**config.mk**
```make
export PLATFORM = sky130hd
export DESIGN_NAME = mc_ctrl
export DESIGN_NICKNAME = d
export VERILOG_FILES = /design/src/rtl/mc_ctrl.sv
export SDC_FILE = /design/constraint.sdc
export NUM_CORES = 1
export LEC_CHECK = 0
export BUFFER_PORTS_ARGS = -buffer_cell sky130_fd_sc_hd__clkbuf_2
export CAP_MARGIN = 40
export CORE_MARGIN = 5
export CORE_UTILIZATION = 48
export CTS_BUF_LIST = sky130_fd_sc_hd__clkbuf_16
export DETAILED_ROUTE_END_ITERATION = 10
export PLACE_DENSITY_LB_ADDON = 0.2
export SKIP_CTS_REPAIR_TIMING = 1
export SLEW_MARGIN = 20
export SYNTH_ARGS = -nofsm -noshare
export SYNTH_HDL_FRONTEND = slang
export SYNTH_SLANG_ARGS = --single-unit
```
**constraint.sdc**
```tcl
create_clock -name clk -period 2.05 [get_ports clk]
set_input_delay 0.1025 -clock clk [delete_from_list [all_inputs] [get_ports clk]]
set_output_delay 0.1025 -clock clk [all_outputs]
set_load 0.01 [all_outputs]
```
**src/rtl/mc_ctrl.sv**
```systemverilog
// -----------------------------------------------------------------------------
// mc_ctrl -- multi-cycle MIPS-subset main control unit.
//
// An eight-state FSM (FETCH, DECODE, EXEC, MEM, WB, BRANCH, JUMP, TRAP) walks
// each instruction through its phases. The opcode is classified once, in
// DECODE, into a class register. Datapath controls are then decoded only from
// the state, class and branch-taken registers. This keeps them glitch-free and
// stable for the whole cycle.
//
// Optional feature (compile-time macro MEM_WAIT_EN):
//   defined   - MEM is held while mem_ready=0. The store's PC write is issued
//               only in the cycle mem_ready=1.
//   undefined - mem_ready is ignored and MEM lasts exactly one cycle.
//
// Ports
//   clk        in   system clock, all state on posedge
//   reset_n    in   asynchronous active-low reset
//   opcode     in   IR[31:26]
//   zero       in   ALU zero flag, sampled in EXEC
//   mem_ready  in   data-memory done (MEM_WAIT_EN only)
//   IRwrt      out  instruction register write enable
//   PCwrt      out  PC write enable (exactly once per instruction)
//   branch     out  select branch target (only together with PCwrt)
//   jump       out  select jump target (only together with PCwrt)
//   RegWrt     out  register file write enable
//   MemRd      out  data memory read
//   MemWrt     out  data memory write
//   ALUSrc     out  ALU B operand: 1 = immediate
//   MemtoReg   out  write-back source: 1 = memory data
//   RegDst     out  destination register: 1 = rd (R-type)
//   ExtOp      out  immediate extension: 1 = sign, 0 = zero
//   ALUOp      out  00 add, 01 sub, 10 funct, 11 or
//   state      out  current FSM state encoding
//   illegal    out  unlisted opcode trapped
// -----------------------------------------------------------------------------
module mc_ctrl (
    input  logic       clk,
    input  logic       reset_n,
    input  logic [5:0] opcode,
    input  logic       zero,
    input  logic       mem_ready,
    output logic       IRwrt,
    output logic       PCwrt,
    output logic       branch,
    output logic       jump,
    output logic       RegWrt,
    output logic       MemRd,
    output logic       MemWrt,
    output logic       ALUSrc,
    output logic       MemtoReg,
    output logic       RegDst,
    output logic       ExtOp,
    output logic [1:0] ALUOp,
    output logic [2:0] state,
    output logic       illegal
);

    typedef enum logic [2:0] {
        S_FETCH  = 3'd0,
        S_DECODE = 3'd1,
        S_EXEC   = 3'd2,
        S_MEM    = 3'd3,
        S_WB     = 3'd4,
        S_BRANCH = 3'd5,
        S_JUMP   = 3'd6,
        S_TRAP   = 3'd7
    } state_t;

    // Class 0 is R-type, which is also the reset value of the class register.
    typedef enum logic [2:0] {
        C_R    = 3'd0,
        C_LW   = 3'd1,
        C_SW   = 3'd2,
        C_BEQ  = 3'd3,
        C_BNE  = 3'd4,
        C_J    = 3'd5,
        C_ADDI = 3'd6,
        C_ORI  = 3'd7
    } class_t;

    localparam logic [5:0] OP_R    = 6'h00;
    localparam logic [5:0] OP_J    = 6'h02;
    localparam logic [5:0] OP_BEQ  = 6'h04;
    localparam logic [5:0] OP_BNE  = 6'h05;
    localparam logic [5:0] OP_ADDI = 6'h08;
    localparam logic [5:0] OP_ORI  = 6'h0D;
    localparam logic [5:0] OP_LW   = 6'h23;
    localparam logic [5:0] OP_SW   = 6'h2B;

    state_t r_state;
    class_t r_class;
    logic   r_taken;

    state_t w_next_state;
    class_t w_next_class;
    logic   w_next_taken;
    logic   w_mem_done;

`ifdef MEM_WAIT_EN
    assign w_mem_done = mem_ready;
`else
    logic w_unused_mem_ready;
    assign w_unused_mem_ready = mem_ready;
    assign w_mem_done         = 1'b1;
`endif

    // NOTE: state registers use non-blocking assignments, so every flop
    // samples the values from before this edge, regardless of statement order.
    always_ff @(posedge clk or negedge reset_n) begin
        if (!reset_n) begin
            r_state <= S_FETCH;
            r_class <= C_R;
            r_taken <= 1'b0;
        end else begin
            r_state <= w_next_state;
            r_class <= w_next_class;
            r_taken <= w_next_taken;
        end
    end

    // NOTE: every signal written here gets a default first, so no path through
    // the case statement can leave a value unassigned and infer a latch.
    always_comb begin
        w_next_state = r_state;
        w_next_class = r_class;
        w_next_taken = r_taken;
        unique case (r_state)
            S_FETCH:  w_next_state = S_DECODE;
            S_DECODE: begin
                w_next_state = S_EXEC;
                case (opcode)
                    OP_R:    w_next_class = C_R;
                    OP_LW:   w_next_class = C_LW;
                    OP_SW:   w_next_class = C_SW;
                    OP_BEQ:  w_next_class = C_BEQ;
                    OP_BNE:  w_next_class = C_BNE;
                    OP_ADDI: w_next_class = C_ADDI;
                    OP_ORI:  w_next_class = C_ORI;
                    OP_J: begin
                        w_next_class = C_J;
                        w_next_state = S_JUMP;
                    end
                    default: w_next_state = S_TRAP;
                endcase
            end
            S_EXEC: begin
                // The branch outcome is captured now, so BRANCH is decoded from a
                // register rather than from a zero flag that may have moved on.
                case (r_class)
                    C_BEQ:   w_next_taken = zero;
                    C_BNE:   w_next_taken = ~zero;
                    default: w_next_taken = 1'b0;
                endcase
                case (r_class)
                    C_LW, C_SW:   w_next_state = S_MEM;
                    C_BEQ, C_BNE: w_next_state = S_BRANCH;
                    default:      w_next_state = S_WB;
                endcase
            end
            S_MEM: begin
                if (w_mem_done) begin
                    w_next_state = (r_class == C_LW) ? S_WB : S_FETCH;
                end
            end
            S_WB, S_BRANCH, S_JUMP: w_next_state = S_FETCH;
            S_TRAP:                 w_next_state = S_TRAP;
            default:                w_next_state = S_FETCH;
        endcase
    end

    // Output decode uses registers only. The one exception is the store's PC
    // write under MEM_WAIT_EN. That write must coincide with the cycle in which
    // memory reports completion.
    always_comb begin
        IRwrt    = 1'b0;
        PCwrt    = 1'b0;
        branch   = 1'b0;
        jump     = 1'b0;
        RegWrt   = 1'b0;
        MemRd    = 1'b0;
        MemWrt   = 1'b0;
        ALUSrc   = 1'b0;
        MemtoReg = 1'b0;
        RegDst   = 1'b0;
        ExtOp    = 1'b0;
        ALUOp    = 2'b00;
        illegal  = 1'b0;
        unique case (r_state)
            S_FETCH: IRwrt = 1'b1;
            S_EXEC: begin
                case (r_class)
                    C_R:          ALUOp = 2'b10;
                    C_BEQ, C_BNE: ALUOp = 2'b01;
                    C_ORI:        ALUOp = 2'b11;
                    default:      ALUOp = 2'b00;
                endcase
                ALUSrc = (r_class == C_LW) || (r_class == C_SW) ||
                         (r_class == C_ADDI) || (r_class == C_ORI);
                ExtOp  = (r_class != C_ORI);
            end
            S_MEM: begin
                if (r_class == C_LW) begin
                    MemRd = 1'b1;
                end else begin
                    MemWrt = 1'b1;
                    PCwrt  = w_mem_done;
                end
            end
            S_WB: begin
                RegWrt   = 1'b1;
                PCwrt    = 1'b1;
                MemtoReg = (r_class == C_LW);
                RegDst   = (r_class == C_R);
            end
            S_BRANCH: begin
                branch = r_taken;
                PCwrt  = 1'b1;
            end
            S_JUMP: begin
                jump  = 1'b1;
                PCwrt = 1'b1;
            end
            S_TRAP:  illegal = 1'b1;
            default: ;
        endcase
    end

    assign state = r_state;

endmodule

```
Word level (Yosys, flattened, before mapping)
Index checks and enable logic that the tools add are counted.
{"block": "classes", "n_reduce_logical": 12, "add_sub_neg": 0, "eq_ne": 21, "mux": 22, "n_shift": 0, "mul": 0, "n_lt_le_gt_ge": 0, "div_mod_pow": 0, "bitwise": 1}
{"operator": "case mux 3 bit (8 select lines)", "n": 1}
{"operator": "== test 3 bit, second input constant", "n": 7}
{"operator": "case mux 3 bit (6 select lines)", "n": 1}
{"operator": "two-way mux 1 bit", "n": 13}
{"operator": "== test 3 x 2 -> 1 bit, second input constant", "n": 4}
{"operator": "== test 6 x 3 -> 1 bit, second input constant", "n": 2}
{"operator": "== test 6 x 4 -> 1 bit, second input constant", "n": 2}
{"operator": "== test 6 bit, second input constant", "n": 2}
{"operator": "case mux 3 bit (2 select lines)", "n": 2}
{"operator": "nonzero test 8 bit", "n": 1}
{"operator": "OR reduction 7 bit", "n": 1}
{"operator": "== test 3 x 1 -> 1 bit, second input constant", "n": 2}
{"operator": "== test 6 x 2 -> 1 bit, second input constant", "n": 1}
{"operator": "zero test 3 bit", "n": 2}
{"operator": "zero test 6 bit", "n": 1}
{"operator": "case mux 2 bit (3 select lines)", "n": 1}
{"operator": "case mux 1 bit (2 select lines)", "n": 2}
{"operator": "OR reduction 2 bit", "n": 2}
{"operator": "logical OR 1 bit", "n": 3}
{"operator": "two-way mux 3 bit", "n": 1}
{"operator": "!= test 3 bit, second input constant", "n": 1}
{"operator": "OR reduction 3 bit", "n": 1}
{"operator": "two-way mux 2 bit", "n": 1}
{"operator": "AND reduction 2 bit", "n": 1}
{"operator": "NOT 1 bit", "n": 1}
{"block": "totals", "mem_bits_ro": 0, "latchBits": 0, "mem_count": 0, "ff_bits": 7, "output_inout_bits": 17, "elab_cells": 59, "ramBits": 0}

Longest topological paths before layout
Gate-level depths: netlist (run 1).
{"block": "logic_depth", "word_depth": 5, "ltp_mapped": 6, "mapped_depth_nobuf": 4}

Least setup slack after synthesis (run 1)
OpenSTA, ideal clock, no wires.
{"block": "synth_timing", "path_kind": "register to register", "startpoint": "register r_state[1], in the netlist state[1]", "endpoint": "register r_class[2]", "path_buffers": 0, "required_ps": 1917, "setup_slack_ps": 543, "arrival_time_ps": 1374, "period_less_slack_ps": 1507, "stages_incl_launch_ff": 5, "cell_sequence": "dfrtp_1 or4b_4 nor4_2 a31oi_1 mux2i_1"}
{"block": "synth_between", "elab_chain_len": 2}
{"element": "from (decl)", "line_no": "90", "rtl": "state_t r_state;"}
{"element": "from (signal assigned)", "line_no": "115", "rtl": "r_state <= w_next_state;"}
{"element": "== test 3 x 1 -> 1 bit", "line_no": "127", "rtl": "unique case (r_state)"}
{"element": "AND reduction 2 bit (no source line)"}
{"element": "to (signal assigned)", "line_no": "116", "rtl": "r_class <= w_next_class;"}
{"element": "to (decl)", "line_no": "91", "rtl": "class_t r_class;"}
Every way passes these cells.
A chain may end at the register's enable or synchronous reset.

Worst setup path after layout (run 1)
{"block": "layout_timing", "startpoint": "register r_state[1], in the netlist state[1]", "endpoint": "output port ALUOp[1]"}
{"block": "layout_between", "elab_chain_len": 2}
{"element": "== test 3 x 2 -> 1 bit", "line_no": "188", "rtl": "unique case (r_state)"}
{"element": "two-way mux 2 bit", "line_no": "188"}
{"element": "to (decl)", "line_no": "53", "rtl": "output logic [1:0] ALUOp,"}
Every way passes these cells.

==> reports/results.tsv, run 1 <==
stage	metric	value	unit
routing	dr.pass1.iters	4	
global_routing	grt_pass1_wl	3.008	mm
placement	portBuffers	25	
final_layout	insertedDiodeCount	0	
sta	min_period	1.799	ns
logic_synthesis	async_flop_share	100.0	%
logic_synthesis	synthesis.nets	110	
pwr	p_per_area	1415	nW/um^2
logic_synthesis	synth_area_leaders	dfrtp_1 23%, nor3_1 5.3%, buf_4 5.0%, nand2_1 4.5%, o21ai_0 4.0%	
sta	hold_viol	0	
floorplan	start_util	50.42	%
routing	ant_nets	0	
run_status	status	finished, final reports clean	
logic_synthesis	synth_top_cell_by_area	dfrtp_1	
logic_synthesis	yosys_warnings	0	
sta	maxSlewViolCount	0	
clock_tree	cts_made_buffers	3	
final_layout	syn_to_final_growth	23.33	%
min_path	hold_path_depth	3	
global_routing	grt_pass1_vias	705	
logic_synthesis	synthesis.instances	100	
floorplan	core	1489	um^2
clock_tree	cts_tree	built	
final_layout	drive_gt1_share	28.10	%
critical_path	critPathRequiredTime	1.95	ns
sta	fin_setup_tns	0	ns
run	cap_viol_max_count	0	
routing	drc	0	
logic_synthesis	synth-main-ff-cell	dfrtp_1	
floorplan	io_pins	27	
logic_synthesis	synthesis.area	750.7	um^2
sta	tightest_slew	0.3244	ns
clock_tree	cts.clk_slew.worst_paths	0.03	ns
clock_tree	root_buffer	clkbuf_16	
final_layout	fill_cells	135	
placement	hpwl	1.410	mm
routing	vias	779	
global_routing	grt_max_degree	12	
critical_path	critical_path_class	reg2out	
logic_synthesis	synth_area_per_cell	7.507	um^2
logic_synthesis	synth_edf_count	0	
critical_path	path_max_fanout	8	
placement	place_congestion	0.8172	
floorplan	fp.dieH	49.55	um
logic_synthesis	synth-seq-cells	7	
global_routing	grt.total_usage	15.32	%
sta	rsz0062_at_grt	false	
clock_tree	clk_latency	0.23	ns
global_routing	grt_antenna_before_repair	0	
clock_tree	clockBufferDepth	2	
final_layout	finalNetCount	132	
routing	dr.first_iter.drc_count	9	
sta	timing.final.crit_share	87.76	%
routing	drt-total-wl	1.813	mm
pwr	peakVddDrop	0.7196	mV
floorplan	rows	14	
clock_tree	numClockSinks	7	
routing	vias_per_cell	5.686	
logic_synthesis	yosysUniqueCellTypes	37	
critical_path	reg2reg_depth	4	
sta	relSlewSlack	78.27	%
sta	fin_skew	0.002539	ns
global_routing	grt_overflow	0	
logic_synthesis	ys_top_cells_by_count	9 x nand2_1, 8 x nor3_1, 7 x dfrtp_1, 7 x nor2_1	
critical_path	startpoint_type	register	
pwr	leakage	0.4304	nW
sta	max_freq	0.5558	GHz
logic_synthesis	synth_top_area_share	23.33	%
critical_path	arrival	1.70	ns
sta	setup_viol	0	
min_path	hold_path.class	in2reg	
final_layout	utilization	62.18	%
floorplan	die-area	2455	um^2
floorplan	chipWidth	49.55	um
critical_path	cp-end-kind	output port	
logic_synthesis	yosysMostFrequentCell	nand2_1	
routing	wl_per_cell	13.23	um
clock_tree	cts_max_level	1	
logic_synthesis	yosysSeqAreaShare	23.33	%
stage by stage:
| step | std cells | hold slack, ns | power (mW) | instance area (um^2) | setup WS, ns |
|---|---|---|---|---|---|
| after global routing | 137 | 0.2169 | 1.421 | 925.9 | 0.1518 |
| after CTS | 136 | -0.2986 | 1.314 | 915.9 | 0.2543 |
| after floorplan | 100 | -0.1931 | 0.7959 | 750.7 | 0.5434 |
| after detailed placement | 132 | -0.05707 | 0.9813 | 837.1 | 0.4559 |
| final | 137 | 0.1962 | 1.310 | 925.9 | 0.2509 |
| after global placement | 132 | -0.05900 | 0.9730 | 837.1 | 0.4625 |
where the power goes:
group | internal (mW) | leakage [nW] | switching, mW | total [mW]
combinational | 0.291 | 0.300 | 0.387 | 0.678
sequential | 0.206 | 0.0881 | 0.104 | 0.310
clock | 0.253 | 0.0423 | 0.0698 | 0.323
area by class of cell:
cell class,instances,area (um^2),area share (%)
Multi-Input combinational cell,75,471.7,50.95
Sequential cell,7,175.2,18.92
Timing Repair Buffer,29,157.7,17.03
Clock buffer,3,75.07,8.108
Inverter,6,22.52,2.432
Tap cell,16,20.02,2.162
Clock inverter,1,3.754,0.4054
cells by family (layout without fill, tap and decap cells):
family                   Yosys count  in the layout  synth area share, %
AO/OA/AOI/OAI                     26             26                23.00
XOR/XNOR                           4              4                4.668
adder cells (fa/ha/maj)            1              1                1.333
buffers and inverters             18             39                13.83
flip-flops                         7              7                23.33
multiplexers                       1              1                1.333
AND/OR/NAND/NOR                   43             43                32.50
cell usage in the layout (no fill, tap or decap), drive strengths merged, types with 4 or more instances in the layout:
master	count
o31ai	4
dfrtp	7
nor3	8
nand2	9
inv	7
o21ai	6
clkbuf	28
nor2	7
a21oi	5
worst paths after layout:
| path | end | slack, ns | startpoint |
|---|---|---|---|
| max in group asynchronous | r_class[1]$_DFFE_PN0P_ | 1.65 | reset_n |
| worst min-delay path | r_taken$_DFFE_PN0P_ | 0.20 | zero |
| worst max-delay path | ALUOp[1] | 0.25 | state[1]$_DFF_PN0_ |
| worst min register to register | r_taken$_DFFE_PN0P_ | 0.52 | r_taken$_DFFE_PN0P_ |
| worst max register to register | r_class[1]$_DFFE_PN0P_ | 0.46 | state[1]$_DFF_PN0_ |
| min in group asynchronous | r_class[2]$_DFFE_PN0P_ | 0.24 | reset_n |
state kept, by name, summed over array words and instances (netlist names):
name,cells
r_taken,1
r_class,3
state,3
per-layer routing:
layer / vias to the layer above / wire (um) / track usage, % / part of all wire, %
met5: - / 0 / 0 / 0
met4: 0 / 0 / 3.930 / 0
met3: 0 / 104 / 5.422 / 5.7
met2: 18 / 818 / 23.31 / 45
met1: 357 / 891 / 20.40 / 49
li1: 404 / - / - / -
worst max-delay path, stage by stage (launching register included):
cell and delay [ns]:
dfrtp_1 0.43, buf_4 0.19, inv_1 0.06, or3_1 0.46
a21oi_1 0.17, clkbuf_2 0.16
Power figures use the tool's default switching activity.
==> inputs of run 2 (changes only) <==
--- a/config.mk
+++ b/config.mk
@@ -12,6 +12,7 @@
 export CTS_BUF_LIST = sky130_fd_sc_hd__clkbuf_16
 export DETAILED_ROUTE_END_ITERATION = 10
 export PLACE_DENSITY_LB_ADDON = 0.2
+export RECOVER_POWER = 50
 export SKIP_CTS_REPAIR_TIMING = 1
 export SLEW_MARGIN = 20
 export SYNTH_ARGS = -nofsm -noshare
==> reports/results.tsv, run 2 (synthesis gave the netlist of run 1 again) <==
stage	metric	value	unit
run_status	status	finished, final reports clean	
clock_tree	clk_latency	0.23	ns
pwr	peakVddDrop	0.7171	mV
sta	hold_viol	0	
critical_path	cp-end-kind	output port	
final_layout	final_common_cell	clkbuf_2	
placement	portBuffers	25	
routing	vias	780	
min_path	hold_path_depth	3	
global_routing	use_met2	23.31	%
placement	dpl_cell_area	837.1	um^2
sta	rsz0062_at_grt	false	
clock_tree	cts_tree	built	
clock_tree	numClockSinks	7	
final_layout	fill_cells	140	
clock_tree	root_buffer	clkbuf_16	
critical_path	startpoint_type	register	
critical_path	timing.rr.start	state[1]$_DFF_PN0_	
global_routing	grt_antenna_before_repair	0	
clock_tree	cts_made_buffers	3	
floorplan	core	1489	um^2
floorplan	io_pins	27	
sta	min_period	1.799	ns
routing	drt-total-wl	1.809	mm
final_layout	multi_input_area	471.7	um^2
critical_path	reg2reg_depth	4	
sta	setup_viol	0	
pwr	p_per_area	1413	nW/um^2
final_layout	regArea	175.2	um^2
final_layout	final_cell_mix	20 x clkbuf_2, 9 x nand2_1, 8 x nor3_1	
min_path	hold_path.class	in2reg	
clock_tree	clockBufferDepth	2	
pwr	p_total	1.294	mW
pwr	leakage	0.4106	nW
placement	hpwl	1.410	mm
clock_tree	cts_max_level	1	
min_path	min_from	zero	
global_routing	grt_overflow	0	
critical_path	crit_path_start	state[1]$_DFF_PN0_	
floorplan	rows	14	
sta	fin_skew	0.002534	ns
critical_path	path_max_fanout	8	
final_layout	finalNetCount	132	
sta	max_freq	0.5559	GHz
routing	drc	0	
final_layout	syn_to_final_growth	22.00	%
routing	dr.pass1.iters	4	
sta	fin_setup_tns	0	ns
sta	timing.final.crit_share	87.74	%
critical_path	critPathRequiredTime	1.95	ns
run	cap_viol_max_count	0	
final_layout	insertedDiodeCount	0	
floorplan	chipWidth	49.55	um
routing	wl_per_cell	13.20	um
sta	maxSlewViolCount	0	
global_routing	grt.total_usage	15.32	%
final_layout	utilization	61.51	%
clock_tree	cts.clk_slew.worst_paths	0.03	ns
routing	vias_per_cell	5.693	
global_routing	grt_use_met1	20.40	%
critical_path	arrival	1.70	ns
global_routing	use_met3	5.422	%
global_routing	grt_max_degree	12	
placement	place_congestion	0.8172	
floorplan	die-area	2455	um^2
global_routing	grt_pass1_vias	705	
final_layout	fin_area	915.9	um^2
critical_path	critical_path_class	reg2out	
routing	dr.first_iter.drc_count	9	
sta	tightest_slew	0.4055	ns
global_routing	grt-busiest-layer	met2	
sta	relSlewSlack	72.97	%
floorplan	fp.dieH	49.55	um
routing	ant_nets	0	
global_routing	grt_pass1_wl	3.008	mm
final_layout	drive_gt1_share	23.14	%
floorplan	start_util	50.42	%
==> run 2: per-layer routing <==
metal  vias up  wire length (um)
li1        404                 -
met1       358               877
met2        18               821
met3         0               109
met4         0                 0
met5         -                 0
==> run 2: critical path: stages (launching register included) <==
cell and delay, ns:
dfrtp_1 0.43, buf_4 0.19, inv_1 0.06, or3_1 0.46
a21oi_1 0.17, clkbuf_2 0.16
==> run 2: power breakdown <==
part	internal [mW]	total, mW	switching [mW]	leakage, nW
logic	0.275	0.661	0.386	0.280
clock network	0.253	0.323	0.0698	0.0423
registers	0.206	0.309	0.103	0.0881
total	0.735	1.29	0.559	0.411
==> run 2: final timing paths <==
path,endpoint,slack [ns]
setup / recovery,ALUOp[1],0.25
hold / removal,r_taken$_DFFE_PN0P_,0.20
hold reg to reg,r_taken$_DFFE_PN0P_,0.52
setup reg to reg,r_class[1]$_DFFE_PN0P_,0.46
max in group asynchronous,r_class[1]$_DFFE_PN0P_,1.50
min in group asynchronous,r_class[2]$_DFFE_PN0P_,0.29
==> run 2: through the flow <==
stage	hold slack (ns)	instances	setup WS, ns
finish	0.1962	137	0.2513
global route	0.2169	137	0.1534
CTS	-0.2986	136	0.2543
detailed placement	-0.05707	132	0.4559
global placement	-0.05900	132	0.4625
floorplan	-0.1931	100	0.5434
==> run 2: layout make-up <==
| cell class | count | area share [%] |
|---|---|---|
| Multi-Input combinational cell | 75 | 51.50 |
| Tap cell | 16 | 2.186 |
| Clock inverter | 1 | 0.4098 |
| Sequential cell | 7 | 19.13 |
| Inverter | 6 | 2.459 |
| Timing Repair Buffer | 29 | 16.12 |
| Clock buffer | 3 | 8.197 |
==> inputs of run 3 (changes only) <==
--- a/config.mk
+++ b/config.mk
@@ -5,7 +5,7 @@
 export SDC_FILE = /design/constraint.sdc
 export NUM_CORES = 1
 export LEC_CHECK = 0
-export BUFFER_PORTS_ARGS = -buffer_cell sky130_fd_sc_hd__clkbuf_2
+export BUFFER_PORTS_ARGS = -buffer_cell sky130_fd_sc_hd__buf_2
 export CAP_MARGIN = 40
 export CORE_MARGIN = 5
 export CORE_UTILIZATION = 48
==> reports/results.tsv, run 3 (synthesis gave the netlist of run 1 again) <==
stage	metric	value	unit
final_layout	multi_input_area	471.7	um^2
clock_tree	root_buffer	clkbuf_16	
sta	setup_viol	0	
sta	hold_viol	0	
sta	relSlewSlack	75.94	%
routing	drc	0	
placement	place_congestion	0.8352	
critical_path	path_max_fanout	8	
placement	hpwl	1.386	mm
clock_tree	cts_tree	built	
clock_tree	clockBufferDepth	2	
run	cap_viol_max_count	0	
floorplan	chipWidth	49.55	um
critical_path	startpoint_type	register	
routing	dr.first_iter.drc_count	15	
final_layout	fill_cells	153	
critical_path	cp-end-kind	output port	
global_routing	grt_max_degree	13	
clock_tree	cts_made_buffers	3	
sta	min_period	1.776	ns
final_layout	final-instance-count-excl-fill	136	
final_layout	utilization	61.18	%
routing	dr.pass1.iters	4	
final_layout	insertedDiodeCount	0	
routing	wl_per_cell	13.92	um
floorplan	io_pins	27	
sta	finalHoldWorstSlack	0.1903	ns
global_routing	grt_pass1_wl	3.325	mm
sta	fin_skew	0.0002172	ns
min_path	hold_path.class	in2reg	
floorplan	fp.dieH	49.55	um
sta	rsz0062_at_grt	false	
routing	vias	795	
global_routing	grt_overflow	0	
routing	ant_nets	0	
final_layout	final_cell_mix	19 x buf_2, 9 x nand2_1, 8 x nor3_1	
pwr	leakage	0.4135	nW
floorplan	core	1489	um^2
critical_path	critPathRequiredTime	1.95	ns
placement	dpl_worst_slack	0.4125	ns
global_routing	grt_pass1_vias	748	
sta	tightest_slew	0.3609	ns
global_routing	grt.total_usage	16.45	%
floorplan	start_util	50.42	%
final_layout	final_common_cell	buf_2	
floorplan	rows	14	
sta	fin_setup_tns	0	ns
final_layout	drive_gt1_share	22.50	%
critical_path	arrival	1.67	ns
global_routing	grt_antenna_before_repair	0	
final_layout	finalNetCount	131	
routing	vias_per_cell	5.846	
critical_path	critical_path_class	reg2out	
routing	drt-total-wl	1.893	mm
clock_tree	clk_latency	0.23	ns
sta	setup_ws	0.2739	ns
clock_tree	cts.clk_slew.worst_paths	0.04	ns
placement	portBuffers	25	
pwr	p_per_area	1430	nW/um^2
sta	max_freq	0.5630	GHz
sta	maxSlewViolCount	0	
placement	dp_cells	131	
run_status	status	finished, final reports clean	
floorplan	die-area	2455	um^2
final_layout	regArea	175.2	um^2
clock_tree	cts_max_level	1	
sta	timing.final.crit_share	86.64	%
pwr	peakVddDrop	0.8105	mV
clock_tree	numClockSinks	7	
final_layout	syn_to_final_growth	21.33	%
-- run 3: path summary, 6_finish.rpt --
check                      cells after the start                      to           startpoint  slack, ns
max                                            5                  ALUSrc   state[1]$_DFF_PN0_       0.27
min                                            3     r_taken$_DFFE_PN0P_                 zero       0.19
max reg2reg                                    4  r_class[0]$_DFFE_PN0P_   state[0]$_DFF_PN0_       0.40
min reg2reg                                    2     r_taken$_DFFE_PN0P_  r_taken$_DFFE_PN0P_       0.53
max in group asynchronous                      2      state[2]$_DFF_PN0_              reset_n       1.49
min in group asynchronous                      2  r_class[1]$_DFFE_PN0P_              reset_n       0.30
-- run 3: area by class of cell --
cell class	count	area share, %
Sequential cell	7	19.23
Tap cell	16	2.198
Inverter	6	2.473
Clock buffer	3	8.242
Clock inverter	1	0.4121
Multi-Input combinational cell	75	51.79
Timing Repair Buffer	28	15.66
-- run 3: worst max-delay path, cell delays in order, from the launching register on --
cell and delay (ns):
dfrtp_1 0.42, buf_4 0.18, inv_1 0.07, or3_1 0.47, a21oi_1 0.16, buf_2 0.15
-- run 3: layer usage --
metal  share of wire, %  vias up  global-route usage, %  routed length [um]
met5                  0        -                      0                   0
met4                  0        0                  2.183                   0
met3                6.8        0                  5.723                 129
met2                 46       31                  25.00                 873
met1                 47      362                  22.88                 890
li1                   -      402                      -                   -
-- run 3: report_power, final --
part	internal, mW	switching, mW
clock network	0.253	0.0698
registers	0.206	0.136
logic	0.270	0.367
total	0.729	0.573
-- run 3: through the flow --
stage	cell area, um^2	power, mW
after detailed placement	829.5	0.9726
after CTS	908.4	1.314
after global routing	910.9	1.411
after global placement	829.5	0.9627
final	910.9	1.303
after floorplan	750.7	0.7959
